## src/rtl/ic_axi_pkg.sv

```systemverilog
// Shared definitions for the interconnect AXI4-Lite blocks: response codes and
// the SRAM bridge state encoding.
package ic_axi_pkg;

    localparam logic [1:0] RESP_OKAY   = 2'b00;
    localparam logic [1:0] RESP_SLVERR = 2'b10;

    localparam logic [2:0] ST_IDLE      = 3'd0;
    localparam logic [2:0] ST_WR_HALF   = 3'd1;
    localparam logic [2:0] ST_WR_ACCESS = 3'd2;
    localparam logic [2:0] ST_WR_RSP    = 3'd3;
    localparam logic [2:0] ST_RD_ACCESS = 3'd4;
    localparam logic [2:0] ST_RD_DATA   = 3'd5;
    localparam logic [2:0] ST_RD_RSP    = 3'd6;

endpackage

```

## src/rtl/ic_addr_range_check.sv

```systemverilog
// Combinational window decode: in_range when BASE_ADDR <= addr < BASE_ADDR+SIZE.
// BASE_ADDR must be SIZE-aligned and SIZE a power of two.
module ic_addr_range_check #(
    parameter logic [31:0] BASE_ADDR = 32'h0000_0000,
    parameter int unsigned SIZE      = 4096
) (
    input  logic [31:0] addr,
    output logic        in_range
);

    // Mask compare avoids overflow when the window ends at the top of the map.
    localparam logic [31:0] MASK = ~(SIZE - 32'd1);

    assign in_range = ((addr & MASK) == BASE_ADDR);

endmodule

```

## src/rtl/ic_axi_sram_bridge.sv

```systemverilog
// AXI4-Lite slave driving a single-port byte-writable synchronous SRAM.
// One transaction at a time; reads and writes alternate priority under contention.
module ic_axi_sram_bridge
    import ic_axi_pkg::*;
#(
    parameter logic [31:0] BASE_ADDR = 32'h0000_0000,
    parameter int unsigned SIZE      = 4096,
    parameter int unsigned AW        = 10
) (
    input  logic          s0_aclk,
    input  logic          s0_aresetn,
    input  logic          s0_awvalid,
    output logic          s0_awready,
    input  logic [31:0]   s0_awaddr,
    input  logic [2:0]    s0_awprot,
    input  logic          s0_wvalid,
    output logic          s0_wready,
    input  logic [31:0]   s0_wdata,
    input  logic [3:0]    s0_wstrb,
    output logic          s0_bvalid,
    input  logic          s0_bready,
    output logic [1:0]    s0_bresp,
    input  logic          s0_arvalid,
    output logic          s0_arready,
    input  logic [31:0]   s0_araddr,
    input  logic [2:0]    s0_arprot,
    output logic          s0_rvalid,
    input  logic          s0_rready,
    output logic [1:0]    s0_rresp,
    output logic [31:0]   s0_rdata,
    output logic          mem_cen,
    output logic          mem_wen,
    output logic [3:0]    mem_strb,
    output logic [AW-1:0] mem_addr,
    output logic [31:0]   mem_wdata,
    input  logic [31:0]   mem_rdata
);

    logic [2:0]  state_q, state_d;
    logic        prio_rd_q, prio_rd_d;
    logic [31:0] awaddr_q, araddr_q, wdata_q, rdata_q;
    logic [3:0]  wstrb_q;
    logic        aw_got_q, w_got_q;
    logic [1:0]  bresp_q, rresp_q;
    logic        wr_in_range, rd_in_range;
    logic        rd_win, ar_hs, aw_hs, w_hs;
    logic        unused_prot;

    assign unused_prot = ^{s0_awprot, s0_arprot};

    ic_addr_range_check #(
        .BASE_ADDR(BASE_ADDR),
        .SIZE     (SIZE)
    ) u_wr_range (
        .addr    (awaddr_q),
        .in_range(wr_in_range)
    );

    ic_addr_range_check #(
        .BASE_ADDR(BASE_ADDR),
        .SIZE     (SIZE)
    ) u_rd_range (
        .addr    (araddr_q),
        .in_range(rd_in_range)
    );

    // Readies are qualified by their valid so they read 0 while the bus is idle.
    always_comb begin
        rd_win     = 1'b0;
        s0_arready = 1'b0;
        s0_awready = 1'b0;
        s0_wready  = 1'b0;
        if (state_q == ST_IDLE) begin
            rd_win     = s0_arvalid && (!(s0_awvalid || s0_wvalid) || prio_rd_q);
            s0_arready = rd_win;
            s0_awready = s0_awvalid && !rd_win;
            s0_wready  = s0_wvalid && !rd_win;
        end else if (state_q == ST_WR_HALF) begin
            s0_awready = s0_awvalid && !aw_got_q;
            s0_wready  = s0_wvalid && !w_got_q;
        end
    end

    assign ar_hs = s0_arvalid && s0_arready;
    assign aw_hs = s0_awvalid && s0_awready;
    assign w_hs  = s0_wvalid && s0_wready;

    always_comb begin
        state_d   = state_q;
        prio_rd_d = prio_rd_q;
        case (state_q)
            ST_IDLE: begin
                if (ar_hs) begin
                    state_d = ST_RD_ACCESS;
                end else if (aw_hs && w_hs) begin
                    state_d = ST_WR_ACCESS;
                end else if (aw_hs || w_hs) begin
                    state_d = ST_WR_HALF;
                end
            end
            ST_WR_HALF:   if (aw_hs || w_hs) state_d = ST_WR_ACCESS;
            ST_WR_ACCESS: state_d = ST_WR_RSP;
            ST_WR_RSP: begin
                if (s0_bready) begin
                    state_d   = ST_IDLE;
                    prio_rd_d = 1'b1;
                end
            end
            ST_RD_ACCESS: state_d = ST_RD_DATA;
            ST_RD_DATA:   state_d = ST_RD_RSP;
            ST_RD_RSP: begin
                if (s0_rready) begin
                    state_d   = ST_IDLE;
                    prio_rd_d = 1'b0;
                end
            end
            default:      state_d = ST_IDLE;
        endcase
    end

    always_ff @(posedge s0_aclk or negedge s0_aresetn) begin
        if (!s0_aresetn) begin
            state_q   <= ST_IDLE;
            prio_rd_q <= 1'b1;
            awaddr_q  <= '0;
            araddr_q  <= '0;
            wdata_q   <= '0;
            wstrb_q   <= '0;
            aw_got_q  <= 1'b0;
            w_got_q   <= 1'b0;
            bresp_q   <= RESP_OKAY;
            rresp_q   <= RESP_OKAY;
            rdata_q   <= '0;
        end else begin
            state_q   <= state_d;
            prio_rd_q <= prio_rd_d;
            if (ar_hs) araddr_q <= s0_araddr;
            if (aw_hs) awaddr_q <= s0_awaddr;
            if (w_hs) begin
                wdata_q <= s0_wdata;
                wstrb_q <= s0_wstrb;
            end
            // Remember which half arrived first so WR_HALF only opens the other.
            if (state_q == ST_IDLE) begin
                aw_got_q <= aw_hs;
                w_got_q  <= w_hs;
            end
            if (state_q == ST_WR_ACCESS) begin
                bresp_q <= wr_in_range ? RESP_OKAY : RESP_SLVERR;
            end
            if (state_q == ST_RD_DATA) begin
                rdata_q <= rd_in_range ? mem_rdata : 32'd0;
                rresp_q <= rd_in_range ? RESP_OKAY : RESP_SLVERR;
            end
        end
    end

    assign s0_bvalid = (state_q == ST_WR_RSP);
    assign s0_bresp  = bresp_q;
    assign s0_rvalid = (state_q == ST_RD_RSP);
    assign s0_rresp  = rresp_q;
    assign s0_rdata  = rdata_q;

    assign mem_wen   = (state_q == ST_WR_ACCESS) && wr_in_range;
    assign mem_cen   = mem_wen || ((state_q == ST_RD_ACCESS) && rd_in_range);
    assign mem_strb  = mem_wen ? wstrb_q : 4'h0;
    assign mem_addr  = (state_q == ST_WR_ACCESS) ? awaddr_q[AW+1:2] : araddr_q[AW+1:2];
    assign mem_wdata = wdata_q;

endmodule

```

## config.mk

```make
export PLATFORM = sky130hd
export DESIGN_NAME = ic_axi_sram_bridge
export DESIGN_NICKNAME = d
export VERILOG_FILES = /design/src/rtl/ic_axi_pkg.sv /design/src/rtl/ic_addr_range_check.sv /design/src/rtl/ic_axi_sram_bridge.sv
export SDC_FILE = /design/constraint.sdc
export NUM_CORES = 1
export LEC_CHECK = 0
export ABC_AREA = 1
export ABC_CLOCK_PERIOD_IN_PS = 1800
export CAP_MARGIN = 20
export CORE_UTILIZATION = 40
export CTS_BUF_LIST = sky130_fd_sc_hd__clkbuf_2
export DETAILED_ROUTE_END_ITERATION = 6
export HOLD_SLACK_MARGIN = 0.08
export PLACE_DENSITY = 0.91
export SETUP_SLACK_MARGIN = 0.4
export SYNTH_ARGS = -nofsm -noshare
export SYNTH_HDL_FRONTEND = slang
export SYNTH_SLANG_ARGS = --single-unit
```

## constraint.sdc

```tcl
create_clock -name s0_aclk -period 1.8 [get_ports s0_aclk]
set_clock_uncertainty 0.15 [all_clocks]
set_input_delay 0.36 -clock s0_aclk [delete_from_list [all_inputs] [get_ports s0_aclk]]
set_output_delay 0.36 -clock s0_aclk [all_outputs]
set_load 0.01 [all_outputs]
```

==> run summary <==
Final Non-Filler Cells: 1365
Unrepaired setup endpoints after global routing: yes
Pwr Total: 18.4 mW
Chip width: 121 µm
Hold Path Origin: s0_araddr[11]
Total core area: 13800 µm²
Largest net degree at the start of global routing: 43
Via density: 5.14
Starting DRC count in detailed routing: 393
CP required: 1.29 ns
Worst slew margin: 0.602
Row count: 43
Synth async-reset ratio: 1.00
FF-to-FF Start: state_q[0]
Worst Tran Pin Value: 0.590 ns
CTS tree: done
Power Internal: 10.6 mW
Status: complete, but fails checks
Via count: 7012
Top post-synthesis cells by count: nand2_1 (353), dfrtp_1 (135), inv_1 (47)
#FFs+latches synth: 136
Synth warn: 0
Setup Viol. Count Final: 186
Final Max Tran Viols: 0
End point of the critical path: s0_wready
Vias in the first global route: 6786
Netlist cell types: 29
Final Cycle Share: 1.54
Pre-CTS WS: -0.710 ns
Sequential share of power: 0.279
Most numerous cell in the Yosys netlist: nand2_1
R2R cell count: 18
Total gr overflow: 0
Clock buffer count from CTS: 17
Failing checks: setup timing
DP HPWL: 10900 µm
CTS Buffer Depth: 2
Final hold vios: 0
Worst setup EP type: output pin
Hold crit path type: input port to flip-flop
Die area: 14600 µm²
Mapped Avg Cell Area: 8.36 µm²
Hold WS: 0.137 ns
Ys flop type: dfrtp_1
Storage element area: 3410 µm²
Area grow syn2layout: 109%
Reg clk slew, reported paths: 0.16 ns
I/O pin cnt: 234
Maximum clock frequency: 361 MHz
PD cells: 1550 nW/µm²
Post-synthesis sequential area ratio: 0.602
Maximum VDD drop: 0.856 mV
Post-synth EDFFs: 0
CTS Root Buffer Type: clkbuf_2
Initial antenna violation count: 1
DP Cell Count: 1098
Starting Density: 0.409
Total Wirelength: 27200 µm
Placer Congestion: 0.856
Multi-input gate area: 2660 µm²
Fillers: 617
Drt drc: 0
Arr. time, crit path: 2.26 ns
PortBufs: 221
Worst R2R Setup Slack: -0.93 ns
Post-synth top area share: 0.597
Post-layout util: 0.857
Combinational power share: 0.636
Switching part of the total: 0.421
CP Class: flip-flop to output pin
Startpoint types: flip-flop
Synth area leaders: dfrtp_1 (60%), nand2_1 (23%), inv_1 (3.1%), o21ai_0 (3.1%), nor2_1 (1.7%)
Setup slack after layout: -0.972 ns
Drt first pass iters: 5
Clock share of power: 0.084
Avg WL per Cell: 19.9 µm
P_sw: 7.75 mW
Final Critical Period: 2.77 ns
Die height: 121 µm
CP Max Fanout: 7
GRT Overall Usage: 0.289
Mapped Cells: 677
Share of layout cells above drive strength 1: 0.385
Sinks on Clock Net: 136
Clk_lat worst skew: 0.72 ns
Final ANT Viol Nets: 0
Area leader, netlist: dfrtp_1
Leak pwr: 5.98 nW
H-Tree Depth: 4
R2r endpoint: mem_wdata[24]
Total of max-cap violations: 0
Synthesized area: 5660 µm²
Total Nets Final: 1318
CP startpoint: state_q[0]
First-pass GRT wire length: 32200 µm
==> area by class of cell <==
cell class / count / area share
flip-flops and latches: 136 / 0.287
repair buffers: 506 / 0.437
clock buffers: 21 / 0.00887
diodes: 2 / 0.000422
well taps: 180 / 0.0190
multi-input cells: 459 / 0.224
inverters: 53 / 0.0176
clock inverters: 8 / 0.00496
==> routing by layer <==
metal  share of wire  GRT usage
met1            0.34      0.320
met2            0.52      0.527
met3           0.064     0.0517
met4           0.071      0.145
met5               0          0
==> placed cells by master (no fill, tap or decap), types with 3 or more instances in the layout <==
cell,Yosys,layout
buf_12,0,14
buf_16,0,12
buf_2,13,55
buf_4,8,81
buf_6,1,65
buf_8,0,5
clkbuf_16,0,9
clkbuf_2,3,21
clkdlybuf4s50_1,0,133
clkinv_1,0,5
dfrtp_1,135,134
dlygate4sd3_1,0,131
inv_1,47,42
inv_2,6,8
nand2_1,353,239
nand2_2,1,80
nand2_4,0,35
nand3_2,3,4
nand3_4,0,3
nand4_1,5,5
nor2_1,25,15
nor2_2,2,4
nor2_4,1,9
o21ai_1,13,13
o21ai_2,0,29
o21ai_4,0,4
==> power groups by stage <==
stage / clock, mW / sequential [mW] / combinational, mW
global route: 1.69 / 5.22 / 12.3
detailed placement: 0 / 4.91 / 6.29
CTS: 1.53 / 4.84 / 8.51
floorplan: 0 / 5.03 / 3.43
finish: 1.55 / 5.13 / 11.7
global placement: 0 / 4.84 / 6.11
==> worst min-delay path by stage <==
stage / endpoint / slack, ns / cells after the start
2_1_floorplan: araddr_q[10] / -0.09 / 0
3_3_place_gp: awaddr_q[12] / 0.11 / 1
3_5_place_dp: awaddr_q[12] / 0.12 / 1
4_1_cts: araddr_q[11] / 0.08 / 3
5_1_grt: araddr_q[11] / 0.1 / 3
6_report: araddr_q[11] / 0.14 / 3
==> critical path, stage by stage, from the launching register on <==
cell	delay, ns
dfrtp_2	0.46
buf_6	0.12
buf_6	0.11
inv_4	0.05
nand2_4	0.04
nor2_4	0.12
buf_12	0.14
nand3_4	0.16
nand2_4	0.17
nor2_8	0.05
buf_6	0.11
==> what timing repair did <==
| item | 4_1_cts | 5_1_grt |
|---|---|---|
| pin swaps | 16 | 52 |
| hold buffers | 131 | 0 |
| endpoints found under the setup margin | 223 | 228 |
| resized for setup | 472 | 212 |
| buffers inserted | 38 | 42 |
| gates cloned | 13 | 12 |
| endpoints found under the hold margin | 264 | 0 |
==> kinds of logic (layout without fill, tap and decap cells) <==
logic type,after synthesis,count (layout),synth area share
simple gates,406,406,0.287
flops,136,136,0.602
buf+inv,83,588,0.0653
compound gates,51,51,0.0456
other cells,1,4,0.000663
==> registers in the layout, indices dropped and copies added (netlist names) <==
signal and flops:
mem_wdata 32, state_q 3, aw_got_q 1, araddr_q 30, w_got_q 1, wstrb_q 4
prio_rd_q 1, s0_rresp 1, awaddr_q 30, s0_rdata 32, s0_bresp 1
==> metrics by stage <==
| stage | setup TNS, ns | area [µm²] |
|---|---|---|
| 2_1_floorplan | -0.217 | 5840 |
| 3_3_place_gp | -41.40 | 8430 |
| 6_report | -68.10 | 11900 |
| 3_5_place_dp | -51.95 | 8430 |
| 4_1_cts | -40.22 | 10500 |
| 5_1_grt | -79.02 | 11800 |
No activity file was read; power rests on OpenSTA's default activity.
